$ cat src/rtl/rv32i_types.sv
// ----------------------------------------------------------------------------
// rv32i_types
// Shared types for the out-of-order core's result-broadcast path.
//   cdb_t         : common-data-bus packet (valid, ROB tag, dest phys reg, data)
//   funct_unit_t  : functional-unit classes; the encoding is the CDB requester
//                   index used by cdb_arbiter
//   NUM_CDB_REQ   : number of units that compete for the CDB
//   cdb_req_arr_t : one cdb_t per requester
// ----------------------------------------------------------------------------
package rv32i_types;

    localparam int XLEN          = 32;
    localparam int ROB_IDX_WIDTH = 6;
    localparam int PRF_IDX_WIDTH = 7;

    // Qualifier for broadcast packets
    typedef enum logic {
        INVALID = 1'b0,
        VALID   = 1'b1
    } valid_t;

    // Requester index on the CDB equals this encoding
    typedef enum logic [1:0] {
        ARITH_UNIT   = 2'd0,
        MEM_UNIT     = 2'd1,
        BR_UNIT      = 2'd2,
        MUL_DIV_UNIT = 2'd3
    } funct_unit_t;

    typedef struct packed {
        valid_t                   valid;
        logic [ROB_IDX_WIDTH-1:0] rob_addr;
        logic [PRF_IDX_WIDTH-1:0] rd_paddr;
        logic [XLEN-1:0]          rd_data;
    } cdb_t;

    localparam int NUM_CDB_REQ = 4;

    typedef cdb_t [NUM_CDB_REQ-1:0] cdb_req_arr_t;

endpackage

$ cat src/rtl/rr_arbiter.sv
// ----------------------------------------------------------------------------
// rr_arbiter
// Purely combinational round-robin picker. Scans req_i starting at ptr_i and
// wrapping modulo NUM_REQ; the first set request wins.
//   req_i         : request vector
//   ptr_i         : index with the highest priority this cycle (< NUM_REQ)
//   grant_o       : one-hot grant, zero if no request
//   grant_idx_o   : encoded index of the winner (0 if none)
//   grant_valid_o : a request was granted
// ----------------------------------------------------------------------------
module rr_arbiter #(
    parameter int NUM_REQ   = 4,
    parameter int IDX_WIDTH = (NUM_REQ > 1) ? $clog2(NUM_REQ) : 1
) (
    input  logic [NUM_REQ-1:0]   req_i,
    input  logic [IDX_WIDTH-1:0] ptr_i,
    output logic [NUM_REQ-1:0]   grant_o,
    output logic [IDX_WIDTH-1:0] grant_idx_o,
    output logic                 grant_valid_o
);

    // Walk the requesters from ptr_i onward. The sum carries one extra bit so
    // the wrap is an explicit compare against NUM_REQ, which keeps the
    // ordering correct when NUM_REQ is not a power of two.
    always_comb begin
        logic [IDX_WIDTH:0]   sum;
        logic [IDX_WIDTH-1:0] idx;
        grant_o       = '0;
        grant_idx_o   = '0;
        grant_valid_o = 1'b0;
        sum           = '0;
        idx           = '0;
        for (int off = 0; off < NUM_REQ; off++) begin
            sum = {1'b0, ptr_i} + (IDX_WIDTH+1)'(off);
            if (sum >= (IDX_WIDTH+1)'(NUM_REQ)) begin
                sum = sum - (IDX_WIDTH+1)'(NUM_REQ);
            end
            idx = sum[IDX_WIDTH-1:0];
            if (!grant_valid_o && req_i[idx]) begin
                grant_valid_o = 1'b1;
                grant_o[idx]  = 1'b1;
                grant_idx_o   = idx;
            end
        end
    end

endmodule

$ cat src/rtl/cdb_arbiter.sv
// ----------------------------------------------------------------------------
// cdb_arbiter
// Shares the single common data bus between the functional units. Every unit
// owns a one-entry holding slot filled through a valid/ready handshake; each
// cycle one occupied slot is picked round-robin and registered onto the CDB.
//   clk, rst   : clock, asynchronous active-high reset
//   flush      : mispredict flush, drops every pending result
//   fu_valid   : per-unit result valid
//   fu_ready   : per-unit slot can accept this cycle
//   fu_result  : per-unit result packet (its valid field is ignored)
//   cdb        : registered broadcast, qualified by cdb.valid
//   cdb_grant  : registered one-hot source of the current cdb
// ----------------------------------------------------------------------------
module cdb_arbiter
    import rv32i_types::*;
#(
    parameter int NUM_REQ       = NUM_CDB_REQ,
    parameter int REQ_IDX_WIDTH = (NUM_REQ > 1) ? $clog2(NUM_REQ) : 1
) (
    input  logic                 clk,
    input  logic                 rst,
    input  logic                 flush,
    input  logic [NUM_REQ-1:0]   fu_valid,
    output logic [NUM_REQ-1:0]   fu_ready,
    input  cdb_t [NUM_REQ-1:0]   fu_result,
    output cdb_t                 cdb,
    output logic [NUM_REQ-1:0]   cdb_grant
);

    cdb_t [NUM_REQ-1:0]     slot_q,       slot_d;
    logic [NUM_REQ-1:0]     slot_valid_q, slot_valid_d;
    logic [REQ_IDX_WIDTH-1:0] rr_ptr_q,   rr_ptr_d;
    cdb_t                   cdb_q,        cdb_d;
    logic [NUM_REQ-1:0]     cdb_grant_q,  cdb_grant_d;

    logic [NUM_REQ-1:0]       req;
    logic [NUM_REQ-1:0]       grant;
    logic [REQ_IDX_WIDTH-1:0] grant_idx;
    logic                     grant_valid;

    // A flush suppresses the grant, so nothing is broadcast on a flush edge.
    assign req = flush ? '0 : slot_valid_q;

    rr_arbiter #(
        .NUM_REQ   (NUM_REQ),
        .IDX_WIDTH (REQ_IDX_WIDTH)
    ) u_rr_arbiter (
        .req_i         (req),
        .ptr_i         (rr_ptr_q),
        .grant_o       (grant),
        .grant_idx_o   (grant_idx),
        .grant_valid_o (grant_valid)
    );

    // A slot can take a new packet when empty or when it is draining this
    // cycle. rst gates ready so units see 0 while reset is held.
    assign fu_ready = {NUM_REQ{~rst & ~flush}} & (~slot_valid_q | grant);

    // Next-state for slots, pointer and the CDB register. A granted slot is
    // freed unless refilled on the same edge; flush overrides everything.
    always_comb begin
        slot_d       = slot_q;
        slot_valid_d = slot_valid_q;
        rr_ptr_d     = rr_ptr_q;
        cdb_d        = cdb_q;
        cdb_d.valid  = INVALID;
        cdb_grant_d  = '0;
        if (flush) begin
            slot_valid_d = '0;
            rr_ptr_d     = '0;
        end else begin
            if (grant_valid) begin
                cdb_d                   = slot_q[grant_idx];
                cdb_d.valid             = VALID;
                cdb_grant_d             = grant;
                slot_valid_d[grant_idx] = 1'b0;
                rr_ptr_d = (grant_idx == REQ_IDX_WIDTH'(NUM_REQ-1))
                         ? '0 : grant_idx + REQ_IDX_WIDTH'(1);
            end
            for (int i = 0; i < NUM_REQ; i++) begin
                if (fu_valid[i] && fu_ready[i]) begin
                    slot_d[i]       = fu_result[i];
                    slot_valid_d[i] = 1'b1;
                end
            end
        end
    end

    // State registers with asynchronous reset to an empty, idle bus.
    always_ff @(posedge clk or posedge rst) begin
        if (rst) begin
            slot_q       <= '0;
            slot_valid_q <= '0;
            rr_ptr_q     <= '0;
            cdb_q        <= '0;
            cdb_grant_q  <= '0;
        end else begin
            slot_q       <= slot_d;
            slot_valid_q <= slot_valid_d;
            rr_ptr_q     <= rr_ptr_d;
            cdb_q        <= cdb_d;
            cdb_grant_q  <= cdb_grant_d;
        end
    end

    assign cdb       = cdb_q;
    assign cdb_grant = cdb_grant_q;

endmodule

$ cat config.mk
export PLATFORM = sky130hd
export DESIGN_NAME = cdb_arbiter
export DESIGN_NICKNAME = d
export VERILOG_FILES = /design/src/rtl/rv32i_types.sv /design/src/rtl/rr_arbiter.sv /design/src/rtl/cdb_arbiter.sv
export SDC_FILE = /design/constraint.sdc
export NUM_CORES = 1
export LEC_CHECK = 0
export ABC_AREA = 1
export BUFFER_PORTS_ARGS = -buffer_cell sky130_fd_sc_hd__buf_2
export CORE_ASPECT_RATIO = 1.1
export CORE_MARGIN = 4
export CORE_UTILIZATION = 45
export CTS_CLUSTER_SIZE = 8
export DETAILED_ROUTE_END_ITERATION = 8
export PLACE_DENSITY_LB_ADDON = 0.12
export SLEW_MARGIN = 20
export SYNTH_ARGS = -nofsm -noshare
export SYNTH_HDL_FRONTEND = slang
export SYNTH_SLANG_ARGS = --single-unit
$ cat constraint.sdc
create_clock -name clk -period 16.7 [get_ports clk]
set_input_delay 0.835 -clock clk [delete_from_list [all_inputs] [get_ports clk]]
set_output_delay 0.835 -clock clk [all_outputs]
set_load 0.1 [all_outputs]
==> run_results.csv, run 1 <==
group,metric,value,unit
place,dp_cells,2130,
clock_network,htreeDepth,2,
critical_path,critPathKind,"reg2reg",
route,wl_per_cell,14.9,um
sta,finClkSkew,8.80,ps
floorplanning,die_h,178,um
finish,post_route_cells_drive_above_1_share,17.0,%
finish,fin_nets,2019,
critical_path,critPathMaxFanout,68,
critical_path,endpoint_kind,"flop",
clock_network,cts_setup_buffers,0,
synthesis,async_reset_ff_share,100,%
floorplanning,core-area,26100,sq um
global_route,grt_antenna_before_repair,2,
place,numPortBuffers,240,
place,post-place-ws,11820,ps
hold_path,min-delay-start,"cdb[10]",
sta,tightest_slew,1110,ps
route,wl_met2,15.1,mm
critical_path,r2r_end,"rr_ptr_q[1]",
route,antenna_left,0,
route,routed_wl,32.4,mm
synthesis,ys_seq_elements,236,
global_route,grt_use_total,22.5,%
place,hpwl,19.9,mm
synthesis,syn_inst,1612,
outcome,outcome,"finished clean",
floorplanning,ioPinCount,245,
critical_path,critPathArrivalTime,5220,ps
route,route.detailed.drc,0,
sta,hold_viol,0,
synthesis,synth_nets,1815,
finish,regArea,5910,sq um
synthesis,synth_most_common_cell,"nand2_1",
hold_path,worstHoldPathType,"reg2reg",
critical_path,worstPathRequired,17060,ps
synthesis,yosys_warnings,0,
clock_network,postCtsHoldBufs,0,
place,place_congestion,0.836,
sta,setup_viol,0,
synthesis,avgSynthCellArea,7.36,sq um
critical_path,rr_worst_depth,14,
clock_network,cts_buffers,35,
critical_path,cp-startpoint,"rr_ptr_q[1]",
critical_path,r2r_setup_slack,11840,ps
finish,fillers,2621,
synthesis,ys.flop_type,"dfrtp_1",
global_route,grt_pass1_wl,52.7,mm
floorplanning,start_util,45.5,%
route,drtIter0Drc,562,
route,vias,10400,
route,wl_met1,14.7,mm
clock_network,cts_tree,"built",
hold_path,min_path_cells,2,
synthesis,syn_area,11900,sq um
global_route,grt_max_degree,153,
sta,timing.final.max_slew_violations,0,
synthesis,yosys-top-cells-area,"dfrtp_1, nand2_1, inv_1",
floorplanning,die_w,163,um
finish,syn2layout_area_growth,20.0,%
global_route,grt_overflow,0,
finish,multi_input_area,4210,sq um
job,maxCapViolCount,0,
clock_network,path_clk_slew,50,ps
sta,grt_setup_unrepaired,"no",
floorplanning,die_area,29000,sq um
critical_path,cp-start-kind,"flop",
floorplanning,fp-row-count,62,
synthesis,synth_edf_count,0,
synthesis,synth_area_leader_cell,"dfrtp_1",
synthesis,ys_seq_area_share,49.8,%
clock_network,cts_max_path_buffers,3,
finish,final-instance-count-excl-fill,2171,
sta,min_period,4860,ps
route,highest_layer,"met4",
route,first_pass_iters,5,
sta,setup_tns,0,ps
route,wl_met3,1.67,mm
sta,slew_headroom,26.0,%
clock_network,post_cts_resized,0,
clock_network,clk_latency,500,ps
synthesis,synth_top_cells_by_count,"nand2_1, inv_1, dfrtp_1",
clock_network,clock-sinks,236,
sta,timing.final.ws_setup,11840,ps
synthesis,netlist.area_leader.share,49.8,%
clock_network,clockRootBuffer,"clkbuf_16",
global_route,grt_pass1_vias,10300,
hold_path,whs_endpoint,"cdb[10]",
sta,min_period_over_period,29.1,%
critical_path,r2r_start,"rr_ptr_q[1]",
synthesis,synth.distinct_cells,27,
sta,clock.fmax,206,MHz
route,via_per_inst,4.79,
==> worst max-delay path: stages (launching register included) <==
cell and delay, ps:
dfrtp_1 530, inv_1 250, ha_1 370, inv_1 180, nand3_1 150, nand2_2 190, nand4_4 850, nand2_1 400
nand2_4 80, nand2_4 260, buf_4 740, inv_1 200, ha_1 340, nand2_1 60, o21ai_0 100
==> final cells by class <==
type / count / area share, %
Sequential cell: 236 / 41.5
Timing Repair Buffer: 250 / 9.19
Antenna cell: 2 / 0.0351
Tap cell: 352 / 3.09
Inverter: 374 / 9.95
Multi-Input combinational cell: 919 / 29.6
Clock buffer: 37 / 6.50
Clock inverter: 1 / 0.211
==> through the flow <==
stage,area [sq um],hold slack [ps],utilization (%)
finish,14200,469,54.6
detailed placement,13300,461,50.8
floorplan,11900,453,-
global placement,13200,459,50.7
global route,14200,498,54.6
CTS,14200,475,54.5
==> sequential cells by signal, indices dropped and copies added, names as in the netlist <==
name and count:
cdb_grant 4, slot_q 180, rr_ptr_q 2, slot_valid_q 4, cdb 46
==> worst max-delay path by stage <==
stage                        to  slack (ps)  cells after the start
floorplan                cdb[0]        9390                      1
global placement    rr_ptr_q[1]       11880                     14
detailed placement  rr_ptr_q[1]       11820                     14
CTS                 rr_ptr_q[1]       11800                     14
global route        rr_ptr_q[1]       11390                     14
finish              rr_ptr_q[1]       11840                     14
==> routing by layer <==
layer | track usage [%] | vias to the layer above
met3 | 3.67 | 65
met1 | 30.5 | 4810
met5 | 0 | -
met2 | 37.1 | 262
met4 | 7.38 | 0
li1 | - | 5256
==> logic make-up (layout without fill, tap and decap cells) <==
kind of cell	count (synthesis)	count (layout)	synth area share, %
compound gates	194	194	8.34
other cells	0	2	0
simple gates	713	713	25.3
buf+inv	457	662	15.3
fa+ha+maj	12	12	1.27
flops	236	236	49.8
==> placed cells by master, fill, tap and decap left out, types with 8 or more instances in the layout <==
cell,synthesis,final
inv_1,370,368
dfrtp_1,236,236
ha_1,12,12
nand2_1,496,495
clkbuf_16,0,37
nand3_1,203,203
buf_2,30,240
buf_4,13,8
o21ai_0,83,83
o21ai_1,102,102
Power of run 1 is not shown: default switching activity piles up to over one toggle a cycle in this logic, so the estimate is an artifact.
==> inputs of run 2 (changes only) <==
==> constraint.sdc (replaced) <==
create_clock -name clk -period 4.3 [get_ports clk]
set_input_delay 0.215 -clock clk [delete_from_list [all_inputs] [get_ports clk]]
set_output_delay 0.215 -clock clk [all_outputs]
set_load 0.1 [all_outputs]
==> run_results.csv, run 2 (same netlist as run 1, synthesis figures left out) <==
group,metric,value,unit
floorplanning,core-area,26100,sq um
clock_network,htreeDepth,2,
clock_network,post_cts_resized,0,
outcome,outcome,"finished clean",
critical_path,critPathArrivalTime,3920,ps
finish,fin_nets,2204,
critical_path,critPathMaxFanout,48,
floorplanning,die_h,178,um
critical_path,endpoint_kind,"flop",
critical_path,r2r_end,"rr_ptr_q[0]",
hold_path,min-delay-start,"fu_result[10]",
finish,fillers,2320,
critical_path,r2r_setup_slack,790,ps
hold_path,min_path_cells,3,
sta,min_period,3510,ps
floorplanning,start_util,45.5,%
global_route,grt_use_total,24.0,%
finish,syn2layout_area_growth,35.7,%
clock_network,cts_tree,"built",
hold_path,worstHoldPathType,"in2reg",
floorplanning,die_w,163,um
sta,finClkSkew,16.7,ps
clock_network,clk_latency,490,ps
finish,layout_commonest_cell,"nand2_1",
finish,multi_input_area,4210,sq um
finish,regMostFlops,"slot_q",
finish,regArea,5910,sq um
floorplanning,fp-row-count,62,
sta,timing.final.max_slew_violations,0,
critical_path,critPathKind,"reg2reg",
place,numPortBuffers,240,
route,first_pass_iters,5,
sta,setup_tns,0,ps
clock_network,clock-sinks,236,
hold_path,whs_endpoint,"slot_q[10]",
global_route,grt_antenna_before_repair,3,
finish,largest_register_ff_count,180,
sta,tightest_slew,1110,ps
clock_network,cts_buffers,35,
route,route.detailed.drc,0,
sta,min_period_over_period,81.7,%
global_route,grt_overflow,0,
global_route,grt_max_degree,142,
route,antenna_left,0,
finish,final_cell_mix,"nand2_1, inv_1, buf_2",
floorplanning,ioPinCount,245,
sta,grt_setup_unrepaired,"no",
sta,clock.fmax,285,MHz
place,hpwl,20.5,mm
route,wl_per_cell,14.7,um
job,maxCapViolCount,0,
clock_network,cts_max_path_buffers,3,
global_route,grt_pass1_vias,11300,
critical_path,worstPathRequired,4700,ps
place,place_congestion,0.838,
clock_network,path_clk_slew,50,ps
finish,post_route_cells_drive_above_1_share,15.9,%
route,drtIter0Drc,741,
sta,hold_ws,5.68,ps
sta,setup_viol,0,
global_route,grt_pass1_wl,56.2,mm
critical_path,rr_worst_depth,10,
route,routed_wl,34.6,mm
critical_path,cp-start-kind,"flop",
route,vias,11300,
sta,hold_viol,0,
floorplanning,die_area,29000,sq um
route,via_per_inst,4.78,
clock_network,cts_setup_buffers,0,
critical_path,r2r_start,"rr_ptr_q[1]",
sta,slew_headroom,25.6,%
clock_network,clockRootBuffer,"clkbuf_16",
## run 2: area by class of cell
type	instances	area share, %
multi-input combinational	919	26.1
antenna	2	0.0311
timing repair buffer	435	19.7
inverter	374	8.74
clock buffer	37	5.75
sequential	236	36.7
tap	352	2.74
clock inverter	1	0.187
## run 2: routing by layer
layer,vias up,global-route usage [%],wire length (um)
li1,5612,-,-
met1,5206,31.3,15100
met3,112,3.47,1590
met5,-,0,13
met2,325,39.6,16300
met4,2,11.6,1610
## run 2: metrics by stage
stage	instances	cell area, sq um	setup slack, ps	util (%)
CTS	2354	16100	733	61.7
finish	2356	16100	786	61.8
global placement	2142	13400	835	51.4
global route	2356	16100	397	61.8
detailed placement	2142	13400	746	51.4
floorplan	1612	11900	993	-
## run 2: repair_timing
item | 4_1_cts | 5_1_grt
setup endpoints to repair | 0 | 0
hold endpoints to repair | 268 | 0
hold buffers | 174 | 0
## run 2: how the worst max path moves through the flow
stage                      from     endpoint  depth (start not counted)
finish              rr_ptr_q[1]  rr_ptr_q[0]                         10
global route        rr_ptr_q[1]  slot_q[179]                         13
floorplan                   rst       cdb[0]                          1
global placement    rr_ptr_q[1]  slot_q[169]                         13
detailed placement  rr_ptr_q[1]  rr_ptr_q[0]                         10
CTS                 rr_ptr_q[1]  rr_ptr_q[0]                         10
## run 2: worst max-delay path, stage by stage (launching register included)
cell and delay, ps:
dfrtp_1 530, inv_1 240, ha_1 360, inv_1 180
nand3_1 140, nand2_2 200, nand4_4 120, buf_4 370
inv_2 900, nand2_1 170, o22ai_1 200
Power of run 2 is left out for the same reason.
==> inputs of run 3 (changes only) <==
--- a/config.mk
+++ b/config.mk
@@ -5,7 +5,7 @@
 export SDC_FILE = /design/constraint.sdc
 export NUM_CORES = 1
 export LEC_CHECK = 0
-export ABC_AREA = 1
+export ABC_AREA = 0
 export BUFFER_PORTS_ARGS = -buffer_cell sky130_fd_sc_hd__buf_2
 export CORE_ASPECT_RATIO = 1.1
 export CORE_MARGIN = 4
==> constraint.sdc (replaced) <==
create_clock -name clk -period 3.7 [get_ports clk]
set_input_delay 0.185 -clock clk [delete_from_list [all_inputs] [get_ports clk]]
set_output_delay 0.185 -clock clk [all_outputs]
set_load 0.1 [all_outputs]
==> run_results.csv, run 3 <==
group,metric,value,unit
outcome,outcome,"finished clean",
sta,clock.fmax,290,MHz
global_route,grt_antenna_before_repair,0,
place,dp_cells,1461,
place,place_congestion,0.833,
critical_path,slowest_delay,490,ps
global_route,grt_overflow,0,
critical_path,cp_cell_sequence,"buf_4 -> mux2_2 -> a22oi_4 -> nand2_2 -> a21oi_2 -> a2111o_1 -> and2_2 -> buf_2",
route,antenna_left,0,
clock_network,clockRootBuffer,"clkbuf_16",
floorplanning,die_area,29200,sq um
synthesis,yosys-top-cells-area,"dfrtp_1, mux2_4, mux2i_1",
finish,final_cell_mix,"buf_2, dfrtp_1, dlygate4sd3_1",
critical_path,critPathArrivalTime,3260,ps
finish,syn2layout_area_growth,36.2,%
clock_network,path_clk_slew,50,ps
sta,slew_headroom,44.7,%
sta,hold_viol,0,
sta,finClkSkew,11.9,ps
clock_network,cts_tree,"built",
critical_path,path_buf_inv,2,
critical_path,cp-start-kind,"flop",
floorplanning,fp-row-count,62,
critical_path,slowest_stage,"buf_4",
floorplanning,ioPinCount,245,
finish,regMostFlops,"slot_q",
hold_path,worstHoldPathType,"in2reg",
floorplanning,core-area,26100,sq um
global_route,grt_max_degree,136,
global_route,grt_pass1_wl,52.9,mm
synthesis,synth_area_leader_cell,"dfrtp_1",
critical_path,critPathMaxFanout,56,
route,wl_met1,14.2,mm
route,vias,8922,
sta,hold_ws,81.8,ps
synthesis,ys.flop_type,"dfrtp_1",
finish,largest_register_ff_count,180,
synthesis,synth_nets,1111,
synthesis,synth_edf_count,0,
finish,fin_nets,1532,
clock_network,htreeDepth,2,
synthesis,syn_inst,908,
synthesis,async_reset_ff_share,100,%
sta,setup_viol,0,
route,drtIter0Drc,568,
critical_path,critPathKind,"reg2out",
synthesis,synth_most_common_cell,"dfrtp_1",
synthesis,ys_seq_area_share,49.5,%
finish,final-instance-count-excl-fill,1685,
floorplanning,start_util,45.7,%
sta,grt_setup_unrepaired,"no",
synthesis,synth_top_cells_by_count,"dfrtp_1, mux2i_1, mux2_4",
synthesis,syn_area,11900,sq um
critical_path,endpoint_kind,"primary output",
sta,timing.final.max_slew_violations,0,
route,wl_met2,16.5,mm
route,first_pass_iters,4,
finish,post_route_cells_drive_above_1_share,35.3,%
synthesis,ys_seq_elements,236,
clock_network,cts_max_path_buffers,3,
clock_network,clock-sinks,236,
synthesis,netlist.area_leader.share,49.5,%
critical_path,worstPathRequired,3510,ps
global_route,grt_pass1_vias,9784,
critical_path,crit_family,"buffers and inverters",
power_and_ir_drop,vdd_drop_max,0.666,mV
place,numPortBuffers,240,
finish,diodes,0,
clock_network,cts_setup_buffers,0,
power_and_ir_drop,pwr_density_cell,825,nW/um^2
route,route.detailed.drc,0,
finish,layout_commonest_cell,"buf_2",
sta,tightest_slew,830,ps
synthesis,avgSynthCellArea,13.1,sq um
synthesis,synth.distinct_cells,52,
floorplanning,die_w,163,um
route,routed_wl,33.2,mm
power_and_ir_drop,p_leak,8.00,nW
clock_network,clk_latency,490,ps
place,hpwl,20.1,mm
route,wl_met3,1.87,mm
job,maxCapViolCount,0,
sta,min_period_over_period,93.2,%
global_route,grt_use_total,22.7,%
route,via_per_inst,5.29,
route,wl_per_cell,19.7,um
sta,min_period,3450,ps
power_and_ir_drop,power.total,13.4,mW
clock_network,cts_buffers,35,
finish,fillers,2061,
synthesis,yosys_warnings,0,
floorplanning,die_h,179,um
route,highest_layer,"met4",
-- run 3: worst paths after layout --
| check | startpoint | end | slack (ps) | depth (start not counted) |
|---|---|---|---|---|
| setup / recovery | rr_ptr_q[0] | fu_ready[3] | 250 | 8 |
| hold / removal | flush | slot_valid_q[0] | 80 | 2 |
| setup reg to reg | rr_ptr_q[0] | slot_q[88] | 520 | 9 |
| hold reg to reg | slot_q[52] | slot_q[52] | 490 | 1 |
| max in group asynchronous | rst | rr_ptr_q[0] | 2470 | 4 |
| min in group asynchronous | rst | slot_q[169] | 450 | 4 |
-- run 3: logic make-up after synthesis --
logic type,after synthesis,synth area share (%)
buffers and inverters,79,4.17
muxes,277,27.8
AOI/OAI and AO/OA,164,11.2
adders and majority gates,12,1.26
xor gates and xnor gates,1,0.231
and+or+nand+nor,139,5.85
DFF,236,49.5
-- run 3: cell type report --
| class | instances | area, sq um | share of cell area [%] |
|---|---|---|---|
| Clock buffer | 41 | 951 | 5.85 |
| Inverter | 10 | 41.3 | 0.254 |
| Multi-Input combinational cell | 593 | 5560 | 34.2 |
| Sequential cell | 236 | 5910 | 36.3 |
| Tap cell | 352 | 440 | 2.71 |
| Timing Repair Buffer | 453 | 3360 | 20.7 |
-- run 3: report_power, final --
| part | switching (mW) | leakage [nW] | internal [mW] |
|---|---|---|---|
| clock | 1.09 | 0.467 | 1.78 |
| sequential | 0.529 | 2.82 | 3.44 |
| combinational | 4.31 | 4.71 | 2.27 |
| total | 5.93 | 8.00 | 7.48 |
-- run 3: through the flow --
step	area (sq um)	setup slack [ps]	setup TNS, ps	util, %
after floorplan	11900	-673	-1350	-
after global placement	13500	564	0	51.6
after detailed placement	13500	530	0	51.6
after CTS	16300	234	0	62.2
after global routing	16300	97.2	0	62.2
final	16300	250	0	62.2
-- run 3: routing by layer --
layer | GRT usage (%) | vias to the layer above
met2 | 39.7 | 234
met4 | 5.87 | 0
met3 | 4.58 | 45
li1 | - | 4198
met1 | 29.0 | 4445
met5 | 0 | -
-- run 3: timing repair --
action	in CTS	in global routing
hold endpoints to repair	283	0
resized for setup	0	0
hold buffers	183	0
Note: power is estimated with default switching activity, not from simulation.
